[src/rtl/ps2_key_sequencer.sv]
// Turns raw PS/2 scan-code bytes from the receive FIFO into single key events.
// Tracks modifier state, flags typematic repeats and recovers from stale prefixes.
module ps2_key_sequencer #(
   parameter int unsigned TIMEOUT_CYC = 1000000,
   parameter int unsigned CNT_W       = 8
) (
   input  logic             clk,
   input  logic             rst,
   input  logic [7:0]       in_data,
   input  logic             in_ready,
   input  logic             overflow,
   output logic             nextdata_n,
   output logic             key_valid,
   output logic [7:0]       key_code,
   output logic             key_ext,
   output logic             key_break,
   output logic             key_repeat,
   output logic             shift,
   output logic             ctrl,
   output logic             caps,
   output logic [CNT_W-1:0] press_count,
   output logic             err
);

   localparam int unsigned TMR_W  = (TIMEOUT_CYC > 1) ? $clog2(TIMEOUT_CYC + 1) : 1;
   localparam int unsigned SKIP_W = 3;
   localparam int unsigned KEY_W  = 9;

   localparam logic [7:0] CODE_E0     = 8'hE0;
   localparam logic [7:0] CODE_E1     = 8'hE1;
   localparam logic [7:0] CODE_F0     = 8'hF0;
   localparam logic [7:0] CODE_LSHIFT = 8'h12;
   localparam logic [7:0] CODE_RSHIFT = 8'h59;
   localparam logic [7:0] CODE_CTRL   = 8'h14;
   localparam logic [7:0] CODE_CAPS   = 8'h58;

   typedef enum logic [1:0] {
      S_IDLE   = 2'd0,
      S_POP    = 2'd1,
      S_SETTLE = 2'd2,
      S_DECODE = 2'd3
   } state_t;

   state_t             state;
   logic [7:0]         byte_r;
   logic               ext_pend;
   logic               brk_pend;
   logic [SKIP_W-1:0]  skip_cnt;
   logic [KEY_W-1:0]   last_make;
   logic               last_vld;
   logic [TMR_W-1:0]   timer;
   logic               shift_l;
   logic               shift_r;
   logic               ctrl_l;
   logic               ctrl_r;

   logic [KEY_W-1:0]   key_c;
   logic               emit_c;
   logic               match_c;
   logic               make_c;
   logic               new_make_c;
   logic               shift_l_c;
   logic               shift_r_c;
   logic               ctrl_l_c;
   logic               ctrl_r_c;

   // Classify the byte being decoded and compute the held-modifier update
   always_comb begin
      key_c      = {ext_pend, byte_r};
      emit_c     = (state == S_DECODE) && (skip_cnt == '0) &&
                   (byte_r != CODE_E1) && (byte_r != CODE_E0) && (byte_r != CODE_F0);
      match_c    = last_vld && (last_make == key_c);
      make_c     = !brk_pend;
      new_make_c = make_c && !match_c;
      shift_l_c  = shift_l;
      shift_r_c  = shift_r;
      ctrl_l_c   = ctrl_l;
      ctrl_r_c   = ctrl_r;
      if (emit_c) begin
         // E0 12 / E0 59 are fake shifts and deliberately fall through untouched
         if (!ext_pend) begin
            if (byte_r == CODE_LSHIFT) shift_l_c = make_c;
            if (byte_r == CODE_RSHIFT) shift_r_c = make_c;
            if (byte_r == CODE_CTRL)   ctrl_l_c  = make_c;
         end else if (byte_r == CODE_CTRL) begin
            ctrl_r_c = make_c;
         end
      end
   end

   // Pop handshake, prefix folding, event/modifier registers
   always_ff @(posedge clk or posedge rst) begin
      if (rst) begin
         state       <= S_IDLE;
         byte_r      <= '0;
         ext_pend    <= 1'b0;
         brk_pend    <= 1'b0;
         skip_cnt    <= '0;
         last_make   <= '0;
         last_vld    <= 1'b0;
         timer       <= '0;
         shift_l     <= 1'b0;
         shift_r     <= 1'b0;
         ctrl_l      <= 1'b0;
         ctrl_r      <= 1'b0;
         nextdata_n  <= 1'b1;
         key_valid   <= 1'b0;
         key_code    <= '0;
         key_ext     <= 1'b0;
         key_break   <= 1'b0;
         key_repeat  <= 1'b0;
         shift       <= 1'b0;
         ctrl        <= 1'b0;
         caps        <= 1'b0;
         press_count <= '0;
         err         <= 1'b0;
      end else begin
         key_valid <= 1'b0;

         case (state)
            S_IDLE: begin
               if (in_ready) begin
                  byte_r     <= in_data;
                  nextdata_n <= 1'b0;
                  state      <= S_POP;
               end
            end
            S_POP: begin
               nextdata_n <= 1'b1;
               state      <= S_SETTLE;
            end
            S_SETTLE: state <= S_DECODE;
            S_DECODE: state <= S_IDLE;
            default:  state <= S_IDLE;
         endcase

         // Stale-prefix timer; decode below overrides a coincident expiry
         if (state == S_IDLE && in_ready) begin
            timer <= '0;
         end else if ((ext_pend || brk_pend) && !in_ready) begin
            if (timer == TMR_W'(TIMEOUT_CYC - 1)) begin
               timer    <= '0;
               ext_pend <= 1'b0;
               brk_pend <= 1'b0;
            end else begin
               timer <= timer + TMR_W'(1);
            end
         end

         if (state == S_DECODE) begin
            if (skip_cnt != '0) begin
               skip_cnt <= skip_cnt - SKIP_W'(1);
            end else if (byte_r == CODE_E1) begin
               skip_cnt <= SKIP_W'(7);
            end else if (byte_r == CODE_E0) begin
               ext_pend <= 1'b1;
            end else if (byte_r == CODE_F0) begin
               brk_pend <= 1'b1;
            end else begin
               ext_pend <= 1'b0;
               brk_pend <= 1'b0;
            end
         end

         if (emit_c) begin
            key_valid  <= 1'b1;
            key_code   <= byte_r;
            key_ext    <= ext_pend;
            key_break  <= brk_pend;
            key_repeat <= make_c && match_c;
            if (new_make_c) begin
               last_make   <= key_c;
               last_vld    <= 1'b1;
               press_count <= press_count + CNT_W'(1);
               if (!ext_pend && byte_r == CODE_CAPS) caps <= !caps;
            end else if (!make_c && match_c) begin
               last_vld <= 1'b0;
            end
         end

         shift_l <= shift_l_c;
         shift_r <= shift_r_c;
         ctrl_l  <= ctrl_l_c;
         ctrl_r  <= ctrl_r_c;
         shift   <= shift_l_c || shift_r_c;
         ctrl    <= ctrl_l_c || ctrl_r_c;

         // Overflow drops any partial sequence; applied after a coincident decode
         if (overflow) begin
            err      <= 1'b1;
            ext_pend <= 1'b0;
            brk_pend <= 1'b0;
            skip_cnt <= '0;
         end
      end
   end

endmodule

[config.mk]
export PLATFORM = sky130hd
export DESIGN_NAME = ps2_key_sequencer
export DESIGN_NICKNAME = d
export VERILOG_FILES = /design/src/rtl/ps2_key_sequencer.sv
export SDC_FILE = /design/constraint.sdc
export NUM_CORES = 1
export LEC_CHECK = 0
export ABC_CLOCK_PERIOD_IN_PS = 6400
export BUFFER_PORTS_ARGS = -buffer_cell sky130_fd_sc_hd__buf_2
export CORE_AREA = 2 2 98 100
export DETAILED_ROUTE_END_ITERATION = 8
export DIE_AREA = 0 0 100 102
export GPL_ROUTABILITY_DRIVEN = 0
export PLACE_DENSITY_LB_ADDON = 0.2
export SLEW_MARGIN = 20
export SYNTH_ARGS = -nofsm -noshare
export SYNTH_HDL_FRONTEND = slang
export SYNTH_SLANG_ARGS = --single-unit
[constraint.sdc]
create_clock -name clk -period 6.4 [get_ports clk]
set_clock_uncertainty 0.15 [all_clocks]
set_input_delay 0.96 -clock clk [delete_from_list [all_inputs] [get_ports clk]]
set_output_delay 0.96 -clock clk [all_outputs]
set_load 0.01 [all_outputs]
==> impl_metrics.ini, run 1 <==
[run_status]
status = completed

[clock_tree]
cts.sinks = 74
ctsResizeCount = 0
h-tree-depth = 3
path_clk_slew_ns = 0.08
clockBufferDepth = 2
insertion_delay_ns = 0.35
root_buffer = clkbuf_8
cts_setup_buffers = 0
postCtsHoldBufs = 0
cts_made_buffers = 9
tritoncts = yes

[power]
power_switching_uw = 612
power.internal_mw = 1.08
cellPowerDensity_mw_per_mm2 = 414
p_leak_nw = 1.85
pwr-share-comb = 0.313
pwr-share-clk = 0.234
swShare = 0.362
p_seq_frac = 0.453
vdd_drop_max_mv = 0.190

[timing]
finalHoldViolCount = 0
finalSetupViolCount = 0
rsz0062_at_grt = false
maxSlewHeadroom = 0.366
min_period_ns = 2.66
final.setup.tns_ns = 0
final_max_slew_viol_count = 0
fin_crit_sh = 0.415
tightest_slew_ns = 0.951
max_freq_ghz = 0.376

[finish]
final_layout_size_suffix_gt1_frac = 0.217
nNetsFinal = 404
fin_cells = 498
diodes = 0
fill_cells = 878
syn_to_final_growth_pct = 12.8
finalInstanceArea_mm2 = 0.00409

[grt]
grt_pass1_vias = 2542
grt_max_degree = 75
antenna_found_initial = 0
grt_overflow = 0
grt_pass1_wl_um = 12300
grt_usage = 0.154

[routing]
ant_nets = 0
first_iter_violations = 143
wl_um = 7210
dr.pass1.iters = 4
vias_per_cell = 5.16
drc = 0
routedWlPerCell_um = 14.5
vias = 2571

[worst_setup_path]
crit_path_max_incr_delay_ns = 0.51
critPathMaxFanout = 16
crit_required_ns = 6.49
end_kind = register
setup.worst_path.start = byte_r[2]
arrival_ns = 2.75
r2r_cells = 7
rr_startpoint = byte_r[2]
cp-start-kind = register
endpoint = last_make[3]
r2r_slack_ns = 3.74
critical_path.cell_chain = xor2_1, nor4_1, nand4_1, ha_1, inv_1, a311o_1, mux2_2
critPathKind = reg2reg
r2r_end = last_make[3]
worst_path_max_delay_cell = a311o_1

[logic_synthesis]
synthesis.area_mm2 = 0.00362
synth_seq_cells = 74
yosysUniqueCellTypes = 49
syn_inst = 349
synth_top_area_share = 0.504
yosys.cell_count.top_type = dfrtp_1
async_flop_share = 1.00
ys_seq_area_frac = 0.511
ys_warn_count = 0
synth_edf_count = 0
synth_nets = 371
avgSynthCellArea_um2 = 10.4
ys.flop_type = dfrtp_1
synth_top_cell_by_area = dfrtp_1
synthTopCellsByCount = dfrtp_1 (73), nand2_1 (46), nor2_1 (34)
synth_area_leaders = dfrtp_1 (50%), mux2_2 (6.2%), xnor2_1 (5.1%)

[floorplan]
die_h_um = 102
die_area_mm2 = 0.0102
rows = 35
core_area_mm2 = 0.00911
start_util = 0.398
io_pins = 37
fp.dieW_um = 100

[hold_path]
hold_class = reg2reg
holdPathStages = 1

[placement]
portBuffers = 36
dp.cells = 482
hpwlAfterDp_um = 4920
dpl-instance-area_mm2 = 0.00387

[job]
cap_violations = 0
==> through the flow <==
stage | worst slack [ns] | power [mW] | hold slack, ns | util
after floorplan | 3.41 | 1.16 | 0.300 | -
after global placement | 3.78 | 1.30 | 0.297 | 0.425
after detailed placement | 3.70 | 1.31 | 0.296 | 0.425
after CTS | 3.69 | 1.71 | 0.320 | 0.449
after global routing | 3.53 | 1.81 | 0.348 | 0.449
final | 3.74 | 1.69 | 0.316 | 0.449
==> how the worst min path moves through the flow <==
stage          slack, ns        endpoint            from
2_1_floorplan       0.30         shift_l         shift_l
3_3_place_gp        0.30             err             err
3_5_place_dp        0.30             err             err
4_1_cts             0.32  press_count[7]  press_count[7]
5_1_grt             0.35  press_count[7]  press_count[7]
6_report            0.32  press_count[7]  press_count[7]
==> cells by family after synthesis <==
| group | share of synthesized area |
|---|---|
| DFF | 0.511 |
| muxes | 0.0691 |
| adders and majority gates | 0.0345 |
| xor gates and xnor gates | 0.0798 |
| AOI/OAI and AO/OA | 0.0701 |
| buffers and inverters | 0.0366 |
| and+or+nand+nor | 0.199 |
==> per-layer routing <==
layer	track usage	wire, µm	vias to the layer above
met5	0	0	-
met4	0.0664	102	0
met3	0.0315	221	7
met2	0.225	3120	35
met1	0.224	3770	1260
li1	-	-	1269
==> power by group through the flow <==
stage / registers (mW) / logic, mW / clock network (mW)
finish: 0.765 / 0.529 / 0.396
global route: 0.788 / 0.596 / 0.430
CTS: 0.766 / 0.537 / 0.409
detailed placement: 0.772 / 0.538 / 0
global placement: 0.769 / 0.531 / 0
floorplan: 0.728 / 0.429 / 0
==> flip-flops by register name, summed over array words and instances, names as in the netlist, 2 cells and up <==
register     count
byte_r           8
state            2
press_count      8
key_code         8
timer           20
last_make        9
skip_cnt         3
==> layout by cell type (no fill, tap or decap), types with 9 or more instances in the layout <==
cell type  count
inv_1         13
buf_2         36
o21ai_0       13
nor2_1        34
ha_1          10
nor4_1        10
nand4_1        9
clkbuf_8       9
mux2_2        20
dfrtp_1       73
xor2_1        12
nand2_1       46
xnor2_1       21
nand3_1       13
==> worst max-delay path: cells and delay by family (launching register included) <==
family,cells,cell delay [ns]
AOI/OAI and AO/OA,1,0.51
xor gates and xnor gates,1,0.20
adders and majority gates,1,0.26
buffers and inverters,1,0.06
DFF,1,0.49
muxes,1,0.40
and+or+nand+nor,2,0.47
==> final cells by class <==
class / count / area (µm²) / area share
clock inverter: 7 / 92.6 / 0.0227
clock buffer: 9 / 124 / 0.0303
sequential: 74 / 1850 / 0.453
tap: 111 / 139 / 0.0340
multi-input combinational: 246 / 1640 / 0.401
inverter: 14 / 52.6 / 0.0129
timing repair buffer: 37 / 188 / 0.0459
Power figures use the tool's default switching activity.
==> run 2, diff against run 1 <==
ABC_CLOCK_PERIOD_IN_PS = 2600   (was 6400)
clock period = 2.6 ns   (was 6.4 ns; I/O delays follow)
==> impl_metrics.ini, run 2 (synthesis gave the netlist of run 1 again) <==
[run_status]
status = completed

[clock_tree]
clockBufferDepth = 2
path_clk_slew_ns = 0.08
h-tree-depth = 3
root_buffer = clkbuf_8
cts_made_buffers = 9
insertion_delay_ns = 0.35
cts.sinks = 74
tritoncts = yes
ctsResizeCount = 0

[finish]
diodes = 0
fin_cells = 509
regMostFlops = timer
layout_common_cells = dfrtp_1 (73), nand2_1 (46), buf_2 (36), nor2_1 (34), xnor2_1 (21)
largest_reg_flops = 20
syn_to_final_growth_pct = 14.4
final_core_util = 0.455
final_layout_size_suffix_gt1_frac = 0.236
layout_commonest_cell = dfrtp_1
top_regs = timer (20), last_make (9)
nNetsFinal = 415

[routing]
ant_nets = 0
dr.pass1.iters = 4
vias = 2599
first_iter_violations = 139
vias_per_cell = 5.11
routedWlPerCell_um = 14.7
wl_um = 7510
drc = 0

[floorplan]
io_pins = 37
die_area_mm2 = 0.0102
start_util = 0.398
die_h_um = 102
rows = 35
core_area_mm2 = 0.00911
fp.dieW_um = 100

[timing]
finalHoldViolCount = 0
min_period_ns = 2.46
final.setup.tns_ns = 0
tightest_slew_ns = 0.495
fin_crit_sh = 0.945
maxSlewHeadroom = 0.669
final_max_slew_viol_count = 0
rsz0062_at_grt = false
max_freq_ghz = 0.407
finalSetupViolCount = 0

[job]
cap_violations = 0

[worst_setup_path]
crit_path_max_incr_delay_ns = 0.47
cp-start-kind = register
critPathKind = reg2reg
r2r_cells = 7
critical_path.cell_chain = xor2_1, nor4_1, nand4_1, ha_1, inv_1, a311o_1, mux2_2
crit_required_ns = 2.69
critPathMaxFanout = 8
r2r_slack_ns = 0.14
end_kind = register
rr_startpoint = byte_r[3]
worst_path_max_delay_cell = dfrtp_1
endpoint = last_make[3]
setup.worst_path.start = byte_r[3]
r2r_end = last_make[3]
arrival_ns = 2.55

[grt]
use_met2 = 0.241
grt_usage = 0.167
gr-usage-met1 = 0.245
grt_pass1_vias = 2654
grt_pass1_wl_um = 13200
grt-busiest-layer = met1
grt_max_degree = 56
grt_util_met3 = 0.0267
antenna_found_initial = 0
grt_overflow = 0

[power]
swShare = 0.377
power.internal_mw = 2.56
cellPowerDensity_mw_per_mm2 = 990
pwr-share-comb = 0.361
pwr-share-clk = 0.196
totalPowerFinal_mw = 4.10
power_switching_mw = 1.54
vdd_drop_max_mv = 0.511
p_seq_frac = 0.443
p_leak_nw = 1.88

[placement]
portBuffers = 36
hpwlAfterDp_um = 5310
dp.cells = 492

[hold_path]
hold_class = in2reg
holdPathStages = 2
## run 2: cell types whose count changed in the layout (fill, tap and decap cells not counted)
cell / delta
buf_4: +9
clkinv_4: +1
bufinv_16: -2
clkinvlp_4: +3
clkinv_2: -2
buf_12: +1
dlygate4sd3_1: +1
## run 2: power by group through the flow
stage	Combinational [mW]	Sequential (mW)	Clock, mW
floorplan	1.06	1.79	0
global placement	1.47	1.83	0
finish	1.48	1.82	0.803
detailed placement	1.50	1.84	0
global route	1.67	1.88	0.886
CTS	1.51	1.82	0.838
## run 2: how the worst min path moves through the flow
stage | slack (ns) | to | startpoint
3_3_place_gp | 0.29 | ctrl | rst
5_1_grt | 0.1 | byte_r[2] | in_data[2]
2_1_floorplan | 0.30 | shift_l | shift_l
6_report | 0.11 | skip_cnt[0] | overflow
4_1_cts | 0.09 | skip_cnt[0] | overflow
3_5_place_dp | 0.29 | ctrl | rst
## run 2: per-layer routing
metal,share of wire,wire (µm),vias up
li1,-,-,1284
met1,0.51,3820,1259
met2,0.44,3280,44
met3,0.033,247,12
met4,0.022,167,0
met5,0,0,-
## run 2: cell type report
cell class / instances / area, µm²
Fill cell: 896 / 4960
Sequential cell: 74 / 1850
Multi-Input combinational cell: 246 / 1640
Timing Repair Buffer: 48 / 285
Tap cell: 111 / 139
Clock buffer: 9 / 124
Clock inverter: 7 / 53.8
Inverter: 14 / 52.6
## run 2: worst max-delay path: cells and delay by family (launching register included)
| kind | cells | cell delay (ns) |
|---|---|---|
| compound gates | 1 | 0.29 |
| xor+xnor | 1 | 0.19 |
| fa+ha+maj | 1 | 0.27 |
| buf+inv | 1 | 0.07 |
| flops | 1 | 0.47 |
| mux | 1 | 0.37 |
| simple gates | 2 | 0.54 |
## run 2: through the flow
stage	hold WS (ns)	worst slack [ns]	area [µm²]
after global placement	0.294	0.281	3960
after CTS	0.0892	0.145	4150
after global routing	0.0980	0.00212	4150
final	0.105	0.144	4150
after floorplan	0.300	0.180	3620
after detailed placement	0.293	0.211	3960
## run 2: repair_timing
action | CTS | global route
endpoints found under the hold margin | 19 | 0
setup buffers | 0 | 0
hold buffers | 1 | 0
==> run 3, diff against run 2 <==
CELL_PAD_IN_SITES_DETAIL_PLACEMENT = 1   (was default)
CELL_PAD_IN_SITES_GLOBAL_PLACEMENT = 2   (was default)
CORE_AREA = 2 2 101 103   (was 2 2 98 100)
DIE_AREA = 0 0 103 105   (was 0 0 100 102)
MAX_ROUTING_LAYER = met4   (was default)
==> impl_metrics.ini, run 3 (synthesis gave the netlist of run 1 again) <==
[finish]
syn_to_final_growth_pct = 16.2
fin_cells = 536
nNetsFinal = 420
largest_reg_flops = 20
final_layout_size_suffix_gt1_frac = 0.246
top_regs = timer (20), last_make (9)
layout_commonest_cell = dfrtp_1
layout_common_cells = dfrtp_1 (73), nand2_1 (46), buf_2 (36), nor2_1 (34), xnor2_1 (21)
finalInstanceArea_mm2 = 0.00421
diodes = 0
regMostFlops = timer

[clock_tree]
insertion_delay_ns = 0.35
cts.sinks = 74
clockBufferDepth = 2
tritoncts = yes
cts_setup_buffers = 0
cts_made_buffers = 9
path_clk_slew_ns = 0.09
h-tree-depth = 3
root_buffer = clkbuf_8

[floorplan]
die_h_um = 105
fp.dieW_um = 103
rows = 36
core_area_mm2 = 0.00964
die_area_mm2 = 0.0108
start_util = 0.376
io_pins = 37

[grt]
grt-busiest-layer = met2
grt_util_met3 = 0.0261
grt_max_degree = 36
use_met2 = 0.268
grt_pass1_vias = 2770
gr-usage-met1 = 0.234
antenna_found_initial = 0
grt_usage = 0.175
grt_overflow = 0
grt_pass1_wl_um = 14200

[routing]
routedWlPerCell_um = 15.8
vias = 2686
first_iter_violations = 51
drc = 0
vias_per_cell = 5.01
wl_um = 8450
dr.pass1.iters = 4
ant_nets = 0

[worst_setup_path]
critPathKind = reg2reg
r2r_slack_ns = 0.21
crit_required_ns = 2.73
critPathMaxFanout = 10
worst_path_max_delay_cell = dfrtp_1
cp-start-kind = register
arrival_ns = 2.52
crit_path_max_incr_delay_ns = 0.50
end_kind = register
critical_path.cell_chain = xor2_1, nor4_1, nand4_1, ha_1, inv_1, a311o_1, buf_4, nor4_1, xor2_1
cp_num_cells = 9
path_buf_inv = 2
crit_family = simple AND/OR/NAND/NOR gates
r2r_cells = 9

[placement]
dp.cells = 519
dpl-instance-area_mm2 = 0.00402
portBuffers = 36
dp_slack_ns = 0.146
hpwlAfterDp_um = 6140

[run_status]
status = completed

[timing]
tightest_slew_ns = 0.558
max_freq_ghz = 0.418
final.setup.tns_ns = 0
maxSlewHeadroom = 0.628
rsz0062_at_grt = false
min_period_ns = 2.39
final_max_slew_viol_count = 0
finalSetupViolCount = 0
worst_slack_ns = 0.208
finalHoldViolCount = 0
fin_crit_sh = 0.920

[power]
vdd_drop_max_mv = 0.341
cellPowerDensity_mw_per_mm2 = 995
p_leak_nw = 1.91
totalPowerFinal_mw = 4.19

[hold_path]
hold_class = in2reg
holdPathStages = 2

[job]
cap_violations = 0
run 3: through the flow:
| step | hold slack [ns] | utilization |
|---|---|---|
| after floorplan | 0.300 | - |
| after CTS | 0.0880 | 0.436 |
| final | 0.0934 | 0.437 |
| after detailed placement | 0.306 | 0.417 |
| after global placement | 0.295 | 0.417 |
| after global routing | 0.0953 | 0.437 |
run 3: area by class of cell:
| cell class | instances | area, µm² |
|---|---|---|
| clock buffers | 11 | 141 |
| clock inverters | 5 | 30.0 |
| fillers | 1140 | 5430 |
| inverters | 14 | 52.6 |
| multi-input cells | 246 | 1640 |
| flip-flops and latches | 74 | 1850 |
| well taps | 133 | 166 |
| repair buffers | 53 | 323 |
run 3: repair_timing:
item	in CTS	in global routing
hold buffers	1	0
hold endpoints to repair	22	0
setup endpoints to repair	0	1
resized for setup	0	1
run 3: worst paths after layout:
check,from,endpoint
worst min-delay path,overflow,skip_cnt[0]
worst max register to register,byte_r[7],press_count[7]
max in group asynchronous,rst,nextdata_n
worst max-delay path,byte_r[7],press_count[7]
worst min register to register,press_count[7],press_count[7]
min in group asynchronous,rst,timer[18]
run 3: worst register-to-register path: cells and delay by family (launching register included):
kind	cells	cell delay [ns]
xor+xnor	2	0.34
flops	1	0.50
compound gates	1	0.33
buf+inv	2	0.26
simple gates	3	0.54
fa+ha+maj	1	0.22
run 3: where the power goes:
| group | leakage [nW] | internal (mW) | switching (mW) |
|---|---|---|---|
| combinational | 0.864 | 0.737 | 0.858 |
| clock | 0.0851 | 0.368 | 0.437 |
| sequential | 0.957 | 1.50 | 0.289 |
| total | 1.91 | 2.61 | 1.58 |
run 3: layer usage:
metal / vias to the layer above / part of all wire
li1: 1290 / -
met1: 1350 / 0.49
met2: 36 / 0.47
met3: 10 / 0.023
met4: 0 / 0.015
met5: - / 0
